<file path="src/rtl/fft_cfg_pkg.sv">
// Shared FFT stage configuration types: radix codes, default widths, sequencer states.
// Latency: none, types and constants only.
// Backpressure: not applicable.
package fft_cfg_pkg;

  // Default numerator/denominator width and fractional-turn resolution
  localparam int unsigned WNUM_DEFAULT = 12;
  localparam int unsigned WQUO_DEFAULT = 20;
  localparam int unsigned WVEC_DEFAULT = 16;

  // Stage radix code
  typedef logic [2:0] factor_t;
  localparam factor_t RDX2 = 3'd2;
  localparam factor_t RDX3 = 3'd3;
  localparam factor_t RDX4 = 3'd4;
  localparam factor_t RDX5 = 3'd5;

  // Twiddle sequencer states
  typedef enum logic [1:0] {
    IDLE = 2'd0,
    DIV  = 2'd1,
    RUN  = 2'd2
  } ctrl_state_t;

  // Only radix 2..5 stages exist in this FFT
  function automatic logic factor_legal(input factor_t f);
    return (f >= RDX2) && (f <= RDX5);
  endfunction

endpackage

</file>
<file path="src/rtl/twdl_recip_div.sv">
// Restoring divider of the fixed dividend 2^wQuo by D: qs = floor(2^wQuo/D), rs = 2^wQuo mod D.
// Latency: wQuo+1 cycles; the first quotient bit is resolved on the start edge, done pulses wQuo+1 cycles after start.
// Backpressure: none; start must only be issued while idle, results hold until the next start.
module twdl_recip_div
  import fft_cfg_pkg::*;
#(
  parameter int unsigned wNum = WNUM_DEFAULT,
  parameter int unsigned wQuo = WQUO_DEFAULT
) (
  input  logic            clk,
  input  logic            rst,
  input  logic            start,
  input  logic [wNum-1:0] D,
  output logic            done,
  output logic [wQuo-1:0] qs,
  output logic [wNum-1:0] rs
);

  localparam int unsigned CW = $clog2(wQuo + 2);
  localparam logic [CW-1:0] ITERS = CW'(wQuo + 1);

  logic [wNum-1:0] d_q, d_d;
  logic [wNum-1:0] rem_q, rem_d;
  logic [wQuo-1:0] quo_q, quo_d;
  logic [CW-1:0]   cnt_q, cnt_d;
  logic            done_q, done_d;

  logic            active;
  logic [CW-1:0]   cnt_use;
  logic [wNum-1:0] d_use;
  logic [wNum-1:0] rem_in;
  logic            div_bit;
  logic [wNum:0]   shifted;
  logic            ge;

  // One restoring step per cycle; the start cycle runs the first step with the fresh divisor
  always_comb begin
    d_d     = d_q;
    rem_d   = rem_q;
    quo_d   = quo_q;
    cnt_d   = cnt_q;
    done_d  = 1'b0;
    active  = start || (cnt_q != '0);
    cnt_use = start ? ITERS : cnt_q;
    d_use   = start ? D : d_q;
    rem_in  = start ? '0 : rem_q;
    // The dividend is a single one at bit wQuo, i.e. the first bit shifted in
    div_bit = (cnt_use == ITERS);
    shifted = {rem_in, div_bit};
    ge      = (shifted >= {1'b0, d_use});
    if (active) begin
      d_d    = d_use;
      // The partial remainder after subtraction is below D, so wNum-bit wrap arithmetic is exact
      rem_d  = ge ? (shifted[wNum-1:0] - d_use) : shifted[wNum-1:0];
      // Quotient bit wQuo is always 0 for D>=2 and falls off the top of the register
      quo_d  = start ? {{(wQuo-1){1'b0}}, ge} : {quo_q[wQuo-2:0], ge};
      cnt_d  = cnt_use - CW'(1);
      done_d = (cnt_use == CW'(1));
    end
  end

  // Divider state register
  always_ff @(posedge clk) begin
    if (rst) begin
      d_q    <= '0;
      rem_q  <= '0;
      quo_q  <= '0;
      cnt_q  <= '0;
      done_q <= 1'b0;
    end else begin
      d_q    <= d_d;
      rem_q  <= rem_d;
      quo_q  <= quo_d;
      cnt_q  <= cnt_d;
      done_q <= done_d;
    end
  end

  assign done = done_q;
  assign qs   = quo_q;
  assign rs   = rem_q;

endmodule

</file>
<file path="src/rtl/twdl_seq_ctrl.sv">
// Twiddle sequencer: per accepted vector presents k, D and (k*2^wQuo)/D as quotient/remainder, updated incrementally.
// Latency: ready rises 22 cycles after an accepted start; each accepted vector advances outputs on the next edge.
// Backpressure: none; in_val outside RUN is dropped and flagged on the sticky ovf.
module twdl_seq_ctrl
  import fft_cfg_pkg::*;
#(
  parameter int unsigned wNum = WNUM_DEFAULT,
  parameter int unsigned wQuo = WQUO_DEFAULT,
  parameter int unsigned wVec = WVEC_DEFAULT
) (
  input  logic            clk,
  input  logic            rst,
  input  logic            start,
  input  logic [2:0]      cfg_factor,
  input  logic [wNum-1:0] cfg_demontr,
  input  logic [wVec-1:0] cfg_nvec,
  input  logic            in_val,
  output logic            busy,
  output logic            ready,
  output logic [2:0]      factor,
  output logic [wNum-1:0] twdl_numrtr_1,
  output logic [wNum-1:0] twdl_demontr,
  output logic [wQuo-1:0] twdl_quotient,
  output logic [wNum-1:0] twdl_remainder,
  output logic            twdl_val,
  output logic            done,
  output logic            cfg_err,
  output logic            ovf
);

  ctrl_state_t     state_q, state_d;
  factor_t         factor_q, factor_d;
  logic [wNum-1:0] d_q, d_d;
  logic [wVec-1:0] nvec_q, nvec_d;
  logic [wNum-1:0] k_q, k_d;
  logic [wQuo-1:0] q_q, q_d;
  logic [wNum-1:0] r_q, r_d;
  logic [wVec-1:0] vcnt_q, vcnt_d;
  logic            tv_q, tv_d;
  logic            done_q, done_d;
  logic            cfg_err_q, cfg_err_d;
  logic            ovf_q, ovf_d;

  logic            cfg_ok;
  logic            div_start;
  logic            div_done;
  logic [wQuo-1:0] qs;
  logic [wNum-1:0] rs;
  logic [wVec-1:0] vcnt_inc;
  logic [wNum:0]   s;
  logic            s_ge;

  twdl_recip_div #(
    .wNum (wNum),
    .wQuo (wQuo)
  ) u_recip_div (
    .clk   (clk),
    .rst   (rst),
    .start (div_start),
    .D     (cfg_demontr),
    .done  (div_done),
    .qs    (qs),
    .rs    (rs)
  );

  // Next-state and datapath: config latch, divider launch, incremental k/q/r stepping
  always_comb begin
    state_d   = state_q;
    factor_d  = factor_q;
    d_d       = d_q;
    nvec_d    = nvec_q;
    k_d       = k_q;
    q_d       = q_q;
    r_d       = r_q;
    vcnt_d    = vcnt_q;
    tv_d      = 1'b0;
    done_d    = 1'b0;
    cfg_err_d = 1'b0;
    ovf_d     = ovf_q;
    div_start = 1'b0;
    cfg_ok    = (cfg_demontr >= wNum'(2)) && factor_legal(cfg_factor) && (cfg_nvec != '0);
    vcnt_inc  = vcnt_q + wVec'(1);
    // r < D and rs < D, so one conditional subtraction restores r < D
    s         = {1'b0, r_q} + {1'b0, rs};
    s_ge      = (s >= {1'b0, d_q});

    case (state_q)
      IDLE: begin
        k_d    = '0;
        q_d    = '0;
        r_d    = '0;
        vcnt_d = '0;
        if (start) begin
          if (cfg_ok) begin
            factor_d  = cfg_factor;
            d_d       = cfg_demontr;
            nvec_d    = cfg_nvec;
            ovf_d     = 1'b0;
            div_start = 1'b1;
            state_d   = DIV;
          end else begin
            cfg_err_d = 1'b1;
          end
        end
      end
      DIV: begin
        k_d    = '0;
        q_d    = '0;
        r_d    = '0;
        vcnt_d = '0;
        if (div_done) begin
          state_d = RUN;
        end
      end
      RUN: begin
        if (in_val) begin
          tv_d   = 1'b1;
          vcnt_d = vcnt_inc;
          if (k_q == d_q - wNum'(1)) begin
            k_d = '0;
            q_d = '0;
            r_d = '0;
          end else begin
            k_d = k_q + wNum'(1);
            r_d = s_ge ? (s[wNum-1:0] - d_q) : s[wNum-1:0];
            q_d = q_q + qs + {{(wQuo-1){1'b0}}, s_ge};
          end
          if (vcnt_inc == nvec_q) begin
            // Frame complete: outputs return to the idle clamp values
            state_d = IDLE;
            done_d  = 1'b1;
            k_d     = '0;
            q_d     = '0;
            r_d     = '0;
          end
        end
      end
      default: begin
        state_d = IDLE;
      end
    endcase

    // Vectors arriving outside RUN are dropped but remembered
    if (in_val && (state_q != RUN)) begin
      ovf_d = 1'b1;
    end
  end

  // Sequencer state register with synchronous reset
  always_ff @(posedge clk) begin
    if (rst) begin
      state_q   <= IDLE;
      factor_q  <= '0;
      d_q       <= '0;
      nvec_q    <= '0;
      k_q       <= '0;
      q_q       <= '0;
      r_q       <= '0;
      vcnt_q    <= '0;
      tv_q      <= 1'b0;
      done_q    <= 1'b0;
      cfg_err_q <= 1'b0;
      ovf_q     <= 1'b0;
    end else begin
      state_q   <= state_d;
      factor_q  <= factor_d;
      d_q       <= d_d;
      nvec_q    <= nvec_d;
      k_q       <= k_d;
      q_q       <= q_d;
      r_q       <= r_d;
      vcnt_q    <= vcnt_d;
      tv_q      <= tv_d;
      done_q    <= done_d;
      cfg_err_q <= cfg_err_d;
      ovf_q     <= ovf_d;
    end
  end

  assign busy           = (state_q == DIV) || (state_q == RUN);
  assign ready          = (state_q == RUN);
  assign factor         = factor_q;
  assign twdl_numrtr_1  = k_q;
  assign twdl_demontr   = d_q;
  assign twdl_quotient  = q_q;
  assign twdl_remainder = r_q;
  assign twdl_val       = tv_q;
  assign done           = done_q;
  assign cfg_err        = cfg_err_q;
  assign ovf            = ovf_q;

endmodule

</file>
<file path="config.mk">
export PLATFORM = sky130hd
export DESIGN_NAME = twdl_seq_ctrl
export DESIGN_NICKNAME = d
export VERILOG_FILES = /design/src/rtl/fft_cfg_pkg.sv /design/src/rtl/twdl_recip_div.sv /design/src/rtl/twdl_seq_ctrl.sv
export SDC_FILE = /design/constraint.sdc
export NUM_CORES = 1
export LEC_CHECK = 0
export BUFFER_PORTS_ARGS = -buffer_cell sky130_fd_sc_hd__buf_4
export CORE_AREA = 4 4 122 136
export DETAILED_ROUTE_END_ITERATION = 10
export DIE_AREA = 0 0 126 140
export PLACE_DENSITY = 0.8
export RECOVER_POWER = 50
export SETUP_SLACK_MARGIN = 0.4
export SKIP_LAST_GASP = 1
export SYNTH_ARGS = -nofsm -noshare
export SYNTH_HDL_FRONTEND = slang
export SYNTH_SLANG_ARGS = --single-unit
</file>
<file path="constraint.sdc">
create_clock -name clk -period 6.29 [get_ports clk]
set_clock_uncertainty 0.05 [all_clocks]
set_input_delay 1.5725 -clock clk [delete_from_list [all_inputs] [get_ports clk]]
set_output_delay 1.5725 -clock clk [all_outputs]
set_load 0.1 [all_outputs]
</file>
== Word level (Yosys, flattened, before mapping) ==
Cells that the tools add are included.
Storage, ports and cells
  flip-flop bits (word level): 147
  bits of input ports: 35
  output and inout port bits: 65
  logic and storage cells: 106
Cells by class
  add/subtract/negate cells: 9
  order comparisons: 5
  eq/ne operators: 12
  mux-type cells: 36
  bitwise operators: 5
  reductions and logical operators: 22
Operators with widths (count)
  12-bit 2-to-1 mux: 10
  20-bit 2-to-1 mux: 4
  12-bit one-hot mux with 2 select lines: 2
  20-bit one-hot mux with 2 select lines: 1
  16-bit one-hot mux with 2 select lines: 1
  13-bit by 12-bit greater-or-equal comparator with 1-bit output: 2
  12-bit subtractor: 2
  20-bit by 1-bit adder with 20-bit output: 1
  20-bit adder: 1
  16-bit by 1-bit adder with 16-bit output (second input constant): 1
  16-bit == test: 1
  16-bit 2-to-1 mux: 1
  16-bit nonzero test: 1
  12-bit by 12-bit adder with 13-bit output: 1
  12-bit by 1-bit adder with 12-bit output (second input constant): 1
  12-bit == test: 1
  12-bit by 2-bit greater-or-equal comparator with 1-bit output (second input constant): 1
  12-bit by 1-bit subtractor with 12-bit output (second input constant): 1
  1-bit 2-to-1 mux: 10
  2-bit 2-to-1 mux: 5
  2-bit inequality test (second input constant): 4
  2-bit nonzero test: 4
  2-bit one-hot mux with 3 select lines: 1
  3-bit AND reduction: 2
  other kinds (18): 30

== Depth between registers and ports, before layout ==
Gate-level depths: netlist of the first run.
  depth after elaboration: 11
  depth in mapped cells: 29
  gate-level depth less buffers: 28

== By module ==
Synthesis of the first run repeated with hierarchy kept, for this count alone.
Second synthesis, totals
  cells, all modules: 1153
  area, all modules: 9140.0 µm²
Modules (own cells, without submodules)
  twdl_seq_ctrl: instances 1, cells each 847, area each 6546.3 µm², seq. area each 1941.9 µm²
  twdl_recip_div: instances 1, cells each 306, area each 2593.7 µm², seq. area each 1001.0 µm²

== Worst setup path before layout of the first run ==
No wires, ideal clock.
  path kind: reg2reg
  start point: reg r_q[0], in the netlist twdl_remainder[0]
  end point: reg q_q[14], in the netlist twdl_quotient[14]
  library setup time: 0.070 ns
  data arrival time: 5.983 ns
  data required time: 6.170 ns
  path slack: 0.187 ns
  cell stages (with the launch flop): 30
  path buffers: 1
  period minus slack after synthesis: 6.103 ns
  path through: dfxtp_1 -> ha_1 -> inv_1 -> fa_1 -> nor2b_1 -> o31a_1 -> o211ai_1 -> a21boi_0 -> nor2_1 -> xnor2_1 -> ha_1 -> nor2_1 -> nor2_1 -> o41ai_1 -> o21ai_0 -> o21ai_0 -> nand2_1 -> buf_2 -> inv_1 -> fa_1 -> fa_1 -> nor2b_1 -> o31ai_1 -> nand3b_1 -> a211o_1 -> a41oi_1 -> nor2b_1 -> xnor2_1 -> or3_1 -> a21oi_1
Between the ends
  longest elaborated chain between the ends: 7
Ends and longest elaborated chain
  from (decl): line twdl_seq_ctrl.sv:37  | logic [wNum-1:0] r_q, r_d;
  from (signal assigned): line twdl_seq_ctrl.sv:171  | r_q <= r_d;
  12-bit by 12-bit adder with 13-bit output: line twdl_seq_ctrl.sv:84  | s = {1'b0, r_q} + {1'b0, rs};
  13-bit by 12-bit greater-or-equal comparator with 1-bit output: line twdl_seq_ctrl.sv:85  | s_ge = (s >= {1'b0, d_q});
  20-bit by 1-bit adder with 20-bit output: line twdl_seq_ctrl.sv:126  | q_d = q_q + qs + {{(wQuo-1){1'b0}}, s_ge};
  20-bit 2-to-1 mux: line twdl_seq_ctrl.sv:119  | if (k_q == d_q - wNum'(1)) begin
  20-bit 2-to-1 mux: line twdl_seq_ctrl.sv:128  | if (vcnt_inc == nvec_q) begin
  20-bit 2-to-1 mux: line twdl_seq_ctrl.sv:116  | if (in_val) begin
  20-bit one-hot mux with 2 select lines: line twdl_seq_ctrl.sv:87  | case (state_q)
  to (signal assigned): line twdl_seq_ctrl.sv:170  | q_q <= q_d;
  to (decl): line twdl_seq_ctrl.sv:36  | logic [wQuo-1:0] q_q, q_d;
Every way passes these cells. The select of a mux whose other input is x is not followed.
A chain may end at the register's enable or synchronous reset.

== Worst setup path after layout of the first run ==
  start point: in cfg_demontr[3]
  end point: reg u_recip_div.rem_q[10], in the netlist u_recip_div.rs[10]
Between the ends
  longest elaborated chain between the ends: 10
  elaborated cells on any way between the ends: 14
  those cells by class: 1 x add/sub; 2 x order compare; 1 x eq/ne; 7 x mux; 3 x reduce/logical
Ends and longest elaborated chain
  from (decl): line twdl_seq_ctrl.sv:15  | input logic [wNum-1:0] cfg_demontr,
  12-bit by 2-bit greater-or-equal comparator with 1-bit output: line twdl_seq_ctrl.sv:81  | cfg_ok = (cfg_demontr >= wNum'(2)) && factor_legal(cfg_factor) && (cfg_nvec != '0);
  1-bit logical AND (2 in a row): line twdl_seq_ctrl.sv:81
  1-bit 2-to-1 mux: line twdl_seq_ctrl.sv:94  | if (cfg_ok) begin
  1-bit 2-to-1 mux: line twdl_seq_ctrl.sv:93  | if (start) begin
  1-bit 2-to-1 mux: line twdl_seq_ctrl.sv:87
  5-bit 2-to-1 mux: line twdl_recip_div.sv:44  | cnt_use = start ? ITERS : cnt_q;
  5-bit == test: line twdl_recip_div.sv:48  | div_bit = (cnt_use == ITERS);
  12-bit subtractor or 13-bit by 12-bit greater-or-equal comparator with 1-bit output (tied branches): line twdl_recip_div.sv:54, twdl_recip_div.sv:50
  12-bit 2-to-1 mux: line twdl_recip_div.sv:54  | rem_d = ge ? (shifted[wNum-1:0] - d_use) : shifted[wNum-1:0];
  to (signal assigned): line twdl_recip_div.sv:72  | rem_q <= rem_d;
  to (decl): line twdl_recip_div.sv:23  | logic [wNum-1:0] rem_q, rem_d;
Parallel ways exist; a longest one is shown, timed or not.

==> results of run 1 <==
-- metal layers --
| layer | wire length [um] | vias to the layer above |
|---|---|---|
| met1 | 10200 | 3978 |
| met5 | 0 | - |
| met4 | 782 | 0 |
| met2 | 11500 | 283 |
| met3 | 1260 | 66 |
| li1 | - | 4142 |
-- cells in the final DEF (no fill, tap or decap), types with 10 or more instances in the layout --
master	Yosys	layout
a21oi_1	95	93
a21boi_0	14	14
mux2i_1	15	15
a22o_1	22	22
or3_1	10	10
a21o_1	12	12
ha_1	63	63
o21a_1	13	13
and2_1	12	12
nor2b_1	16	14
clkbuf_16	0	17
o21ai_1	10	11
nor4_1	14	14
buf_4	1	46
clkbuf_1	34	68
nand3_1	34	34
xnor2_1	57	57
xor2_1	26	26
inv_1	45	45
o21ai_0	32	30
nor2_1	105	102
dfxtp_1	147	144
nand2_1	130	130
a31oi_1	13	13
nor3_1	36	36
nand4_1	13	13
-- area by class of cell --
cell class	count	share of cell area, %
Inverter	45	1.64
Tap cell	200	2.43
Timing Repair Buffer	113	5.82
Clock inverter	11	1.93
Multi-Input combinational cell	866	55.2
Sequential cell	147	28.6
Clock buffer	21	4.46
-- path summary, 6_finish.rpt --
check	from	end	slack (ps)	cells past startpoint
hold reg to reg	factor[0]	factor[0]	400	2
hold / removal	factor[0]	factor[0]	400	2
setup reg to reg	u_recip_div.rs[0]	twdl_quotient[14]	690	26
setup / recovery	cfg_demontr[3]	u_recip_div.rs[10]	650	17
-- flip-flops by register name, summed over array words and instances, names as in the netlist, 3 cells and up --
name               count
u_recip_div.cnt_q      5
factor                 3
twdl_remainder        12
u_recip_div.qs        20
u_recip_div.rs        12
twdl_quotient         20
vcnt_q                16
twdl_numrtr_1         12
twdl_demontr          12
nvec_q                16
u_recip_div.d_q       12
-- synth_stat cells (13+ instances only) --
master      n  area (um^2)
o21ai_0    32          160
nand3_1    34          170
nor2b_1    16          100
mux2i_1    15          150
nand2_1   130          488
nor4_1     14         87.6
a22o_1     22          193
o21a_1     13         97.6
a21oi_1    95          475
xor2_1     26          228
a31oi_1    13         81.3
dfxtp_1   147         2940
nand4_1    13         81.3
inv_1      45          169
nor2_1    105          394
a21boi_0   14          105
clkbuf_1   34          128
nor3_1     36          180
ha_1       63          788
xnor2_1    57          499
-- critical path, cell delays in order --
cell	delay [ps]
clkbuf_4	110
nor4_1	480
nand3_1	150
nand3_1	160
or2_2	180
clkbuf_1	730
a21boi_0	300
ha_1	420
nor2b_1	160
o21ai_0	200
nand2_1	130
a31oi_1	270
o21ai_0	220
a2111oi_0	460
a31oi_1	70
a211o_1	270
nand3_1	70
-- per-stage QoR --
stage | power [mW] | hold WS [ps]
6_report | 3.96 | 405
2_1_floorplan | 2.39 | 394
3_3_place_gp | 2.75 | 394
5_1_grt | 4.18 | 439
3_5_place_dp | 2.78 | 400
4_1_cts | 3.93 | 408
-- cells by family after synthesis --
group | after synthesis
AOI/OAI and AO/OA | 284
xor gates and xnor gates | 83
adders and majority gates | 68
buffers and inverters | 98
DFF | 147
muxes | 15
and+or+nand+nor | 416
-- timing repair --
action,CTS,global route
hold buffers,0,0
buffers inserted,0,2
gates resized for setup,0,10
setup endpoints to repair,0,7
hold endpoints to repair,0,0
-- power by group --
group          total [mW]  internal (mW)  switching, mW
clock network        1.14          0.728          0.410
logic                1.72          0.633           1.09
registers            1.10           1.02         0.0810
total                3.96           2.38           1.58
==> results by group, run 1 <==
Run status
  • Status: complete, but fails checks
  • Failing checks: capacitance limit, slew limit

Timing
  • Setup TNS: 0 ps
  • Worst rel slew slack: -78.5%
  • Max Fclk: about 0.18 GHz
  • Worst Slack Setup Final: 651 ps
  • Worst-Margin Slew: roughly 2700 ps
  • Final hold vios: 0
  • Final number of max-transition violations: 129
  • Period Utilization, post-route: about nine tenths
  • RSZ-0062 raised after global routing: no
  • Min Clock Period, post-route: ~5600 ps
  • # setup viols final: 0

Die
  • Rows: 48
  • Chip Width: 126 um
  • Initial core utilization: roughly 60%
  • Die area: roughly 0.018 mm^2
  • # IOs: 100
  • Core area: 0.0154 mm^2
  • DIE HEIGHT: approximately 140 um

Placement
  • Dpl cells: 1369
  • Placed cell area: a little under 0.01 mm^2
  • Worst slack at placement: 548 ps
  • Routability cong.: about 0.96
  • PortBufs: between 90 and 100
  • Dpl hpwl: 17300 um

Setup path
  • Crit path kind: in2reg
  • Crit path max fanout: 25
  • Worst Path Required: around 6600 ps
  • CP Launch Type: input port
  • Arrival @ worst endpoint: roughly 6000 ps
  • Worst Setup End Kind: flop

Final layout
  • Nets@finish: 1293
  • Sequential cell area: between 0.002 and 0.003 mm^2
  • Layout Cells excl Fill: around 1.4k
  • Number of diodes: 0
  • Design area: ~0.010 mm^2
  • Area Growth Syn to Fin: 14.7%
  • Fillers: roughly 1.4k
  • Share of cells above drive strength 1: around 9%
  • Area occupied by multi-input gates: around 0.0057 mm^2
  • Core Util, Final: 67.1%

Logic synthesis
  • Avg Inst Size Synth: slightly above 8 um^2
  • Synth Register Bits: about 150
  • FFs w/ async S/R, synth: 0%
  • Syn_nets: roughly 1.2k
  • Synth unique cells: roughly 70
  • Commonest register cell after synthesis: dfxtp_1
  • Cell Area, Synth: about 0.0090 mm^2
  • Largest family of logic cells by synthesized area: simple AND/OR/NAND/NOR gates
  • Synth Instances: around 1.1k
  • Adder-cell area share of the yosys netlist: under 10%
  • Post-Synth XOR/XNOR Area: 8.09%
  • EDFF count, synth: 0
  • Ys Warns: 0
  • Simple-gate share of the synthesized area: 22.2%
  • Sequential area share after synthesis: about a third
  • Post-synthesis compound-gate area fraction: 20.9%
  • Mux cell area share after synthesis: approximately 1.7%

Routing
  • DR WL/cell: 17.0 um
  • Initial drt markers: 784
  • Vias per inst: 6.04
  • DRC viols: 0
  • Pre-antenna DRT Iters: 6
  • WL final: ~24000 um
  • Vias after detailed routing: around 8.5k
  • Final ANT Viol Nets: 0

Global routing
  • M2 GR Usage: 44.5%
  • GR Util met3: between 4 and 5%
  • Largest net degree at the start of global routing: ~60
  • Most Crowded Layer GR: met2
  • Number of global-route vias before repair: between 7k and 8k
  • GRT Util Overall: between 20% and 30%
  • M1 GR Usage: between 30% and 40%
  • GRT Residual Overflow: 0
  • Initial antenna violation count: 0
  • First-pass GRT wire length: between 30000 and 40000 um

CTS
  • Clock Pin Slew Worst Setup and Hold Paths: roughly 60 ps
  • Clk Latency, worst-skew pair: between 400 and 500 ps
  • Htree depth: 4
  • TritonCTS buffer count: 17
  • TritonCTS clock tree: yes
  • Longest Clk Path Bufs: 2
  • Root Driver: clkbuf_16
  • Clock sinks: 147

Min path
  • Worst hold path type: reg2reg

Run
  • Number of max-cap violations: 3

Power
  • Maximum vdd drop: roughly 0.22 mV
  • Leakage: roughly 4 nW
  • Pwr dens: approximately 380 mW/mm^2
No activity file was read; power rests on OpenSTA's default activity.
==> run 2: changes to the inputs <==
--- a/config.mk
+++ b/config.mk
@@ -6,11 +6,11 @@
 export NUM_CORES = 1
 export LEC_CHECK = 0
 export BUFFER_PORTS_ARGS = -buffer_cell sky130_fd_sc_hd__buf_4
-export CORE_AREA = 4 4 122 136
+export CORE_AREA = 4 4 158 176
 export DETAILED_ROUTE_END_ITERATION = 10
-export DIE_AREA = 0 0 126 140
-export PLACE_DENSITY = 0.8
+export DIE_AREA = 0 0 162 180
 export RECOVER_POWER = 50
+export REMOVE_ABC_BUFFERS = 1
 export SETUP_SLACK_MARGIN = 0.4
 export SKIP_LAST_GASP = 1
 export SYNTH_ARGS = -nofsm -noshare
==> run 2 against run 1 <==
  * The flow still finishes with violations (capacitance limit, slew limit)
  * Sequential cell count unchanged
  * Worst setup slack gained 75 ps
  * Utilization is 27 points lower
  * Combinational power barely moved
  * Final area grew 1.6%
  * Cell count grew 11%
  * Clock power down 8%
  * Global-route usage shrank 9.7 points
  * Fmax rose by 1.4%
  * Critical endpoint unchanged
  * Largest cell class unchanged
  * Largest power group unchanged
==> results by group, run 2 (synthesis results as in run 1) <==
Run status
  • Status: complete, but fails checks
  • Failing checks: capacitance limit, slew limit

Placement
  • PortBufs: 99 (unchanged)
  • Worst slack at placement: 534 ps (-13.8 ps)
  • Dpl hpwl: 18200 um (+5.0%)
  • Routability cong.: 0.862 (-10%)

Power
  • Leakage: 4.04 nW (-0.37%)
  • Final Power: 3.84 mW (-2.9%)
  • Pwr dens: 367 mW/mm^2 (-4.5%)
  • Maximum vdd drop: 0.191 mV (-14%)

Routing
  • DR WL/cell: 15.8 um (-6.7%)
  • WL final: 24700 um (+3.6%)
  • Metal3 WL: 1050 um (-16%)
  • Final ANT Viol Nets: 0 (unchanged)
  • Met2 WL: 11200 um (-3.0%)
  • Highest routed layer: met4
  • Vias per inst: 5.24 (-13%)
  • Met1 wire length: 12000 um (+17%)
  • Vias after detailed routing: 8170 (-3.5%)
  • Initial drt markers: 477 (-39%)
  • DRC viols: 0 (unchanged)
  • Pre-antenna DRT Iters: 5 (-1)

Global routing
  • Initial antenna violation count: 0 (unchanged)
  • First-pass GRT wire length: 40800 um (+5.3%)
  • Largest net degree at the start of global routing: 49 (-20%)
  • GRT Residual Overflow: 0 (unchanged)
  • GRT Util Overall: 16.9% (-9.7 points)
  • Number of global-route vias before repair: 7945 (+0.37%)

Timing
  • Final hold vios: 0 (unchanged)
  • # setup viols final: 0 (unchanged)
  • Worst-Margin Slew: 2140 ps (-541 ps)
  • Setup TNS: 0 ps (unchanged)
  • RSZ-0062 raised after global routing: no
  • Period Utilization, post-route: 88.5% (-1.2 points)
  • Min Clock Period, post-route: 5560 ps (-75.3 ps)
  • Hold slack: 404 ps (-0.246 ps)
  • Max Fclk: 0.180 GHz (+1.4%)
  • Worst rel slew slack: -42.4% (+36 points)
  • Final number of max-transition violations: 46 (-64%)
  • Worst Slack Setup Final: 726 ps (+75.3 ps)

CTS
  • Clock Pin Slew Worst Setup and Hold Paths: 70 ps (about the same)
  • TritonCTS clock tree: yes
  • Root Driver: clkbuf_16
  • TritonCTS buffer count: 17 (unchanged)
  • Htree depth: 4 (unchanged)
  • Post-cts hold buffer count: 0 (unchanged)
  • Clock sinks: 147 (unchanged)
  • Longest Clk Path Bufs: 2 (unchanged)
  • Clk Latency, worst-skew pair: 430 ps (about the same)

Setup path
  • Crit path max fanout: 13 (-48%)
  • Worst Path Required: 6600 ps (about the same)
  • Arrival @ worst endpoint: 5870 ps (-90 ps)
  • Worst R2R Setup Slack: 890 ps (+200 ps)
  • FF-to-FF Start: u_recip_div.rs[0]
  • Worst Setup End Kind: flop
  • Crit path kind: in2reg
  • CP Launch Type: input port
  • Worst Setup SP: cfg_nvec[0]

Die
  • Initial core utilization: 34.7% (-24 points)
  • Rows: 62 (+29%)
  • Die area: 0.0292 mm^2 (+65%)
  • DIE HEIGHT: 180 um (+29%)
  • Chip Width: 162 um (+29%)
  • Core area: 0.0259 mm^2 (+69%)
  • # IOs: 100 (unchanged)

Final layout
  • Share of cells above drive strength 1: 8.71% (-0.35 points)
  • Area Growth Syn to Fin: 16.6%
  • Most common cell after layout, fill and taps aside: dfxtp_1
  • Most frequent cells in the layout: dfxtp_1, nand2_1, nor2_1, a21oi_1, clkbuf_1
  • Core Util, Final: 40.5% (-27 points)
  • Number of diodes: 0 (unchanged)
  • Nets@finish: 1296 (+0.23%)

Min path
  • Worst hold path type: reg2reg
  • Worst hold start: factor[0]

Run
  • Number of max-cap violations: 1 (-2)
==> run 2: cell types whose count changed in the layout (fill, tap and decap cells not counted), moves of 2 or more <==
| cell | delta |
|---|---|
| a21oi_1 | +2 |
| a21oi_2 | -2 |
| bufinv_16 | -3 |
| dfxtp_1 | +3 |
| dfxtp_2 | -3 |
| inv_8 | +3 |
| nor2b_2 | -2 |
==> run 2: cell type report <==
cell class / instances / area, um^2
clock inverter: 14 / 168
clock buffer: 18 / 439
multi-input combinational: 866 / 5690
tap: 352 / 440
fill: 2755 / 15400
inverter: 45 / 169
timing repair buffer: 116 / 632
sequential: 147 / 2940
==> run 2: through the flow <==
step	area [um^2]	cells
4_1_cts	10700	1555
6_report	10500	1558
2_1_floorplan	8760	1058
3_5_place_dp	10100	1523
5_1_grt	10500	1558
3_3_place_gp	10100	1523
==> run 2: path summary, 6_finish.rpt <==
kind                        end  depth (start not counted)
max          u_recip_div.rs[10]                         20
min                   factor[0]                          2
max reg2reg   twdl_quotient[14]                         27
min reg2reg           factor[0]                          2
==> run 2: where the power goes <==
| group | switching [mW] | internal [mW] | total [mW] |
|---|---|---|---|
| clock | 0.442 | 0.608 | 1.05 |
| sequential | 0.0791 | 1.01 | 1.09 |
| combinational | 1.06 | 0.637 | 1.70 |
==> run 2: what timing repair did <==
action                                  4_1_cts  5_1_grt
resized for setup                             0       10
endpoints found under the hold margin         0        0
endpoints found under the setup margin        0        8
buffers inserted                              0        3
==> run 2: layer usage <==
metal | up-vias | track usage [%]
met4 | 0 | 4.74
met3 | 28 | 3.78
met2 | 149 | 26.8
met1 | 3860 | 23.1
met5 | - | 0
li1 | 4133 | -
==> run 2: critical path: stages <==
cell and delay (ps):
clkbuf_4 110, nor4_1 330, buf_4 180, nand4_1 160
nand3_1 150, or2_0 640, nand2b_1 200, ha_1 260
o21ai_0 110, ha_1 230, fa_1 220, nor2b_1 50
o21ai_0 140, nand2_1 100, a31oi_1 260, o21ai_0 240
a2111oi_0 460, a31oi_1 90, a211o_1 270, nand3_1 70
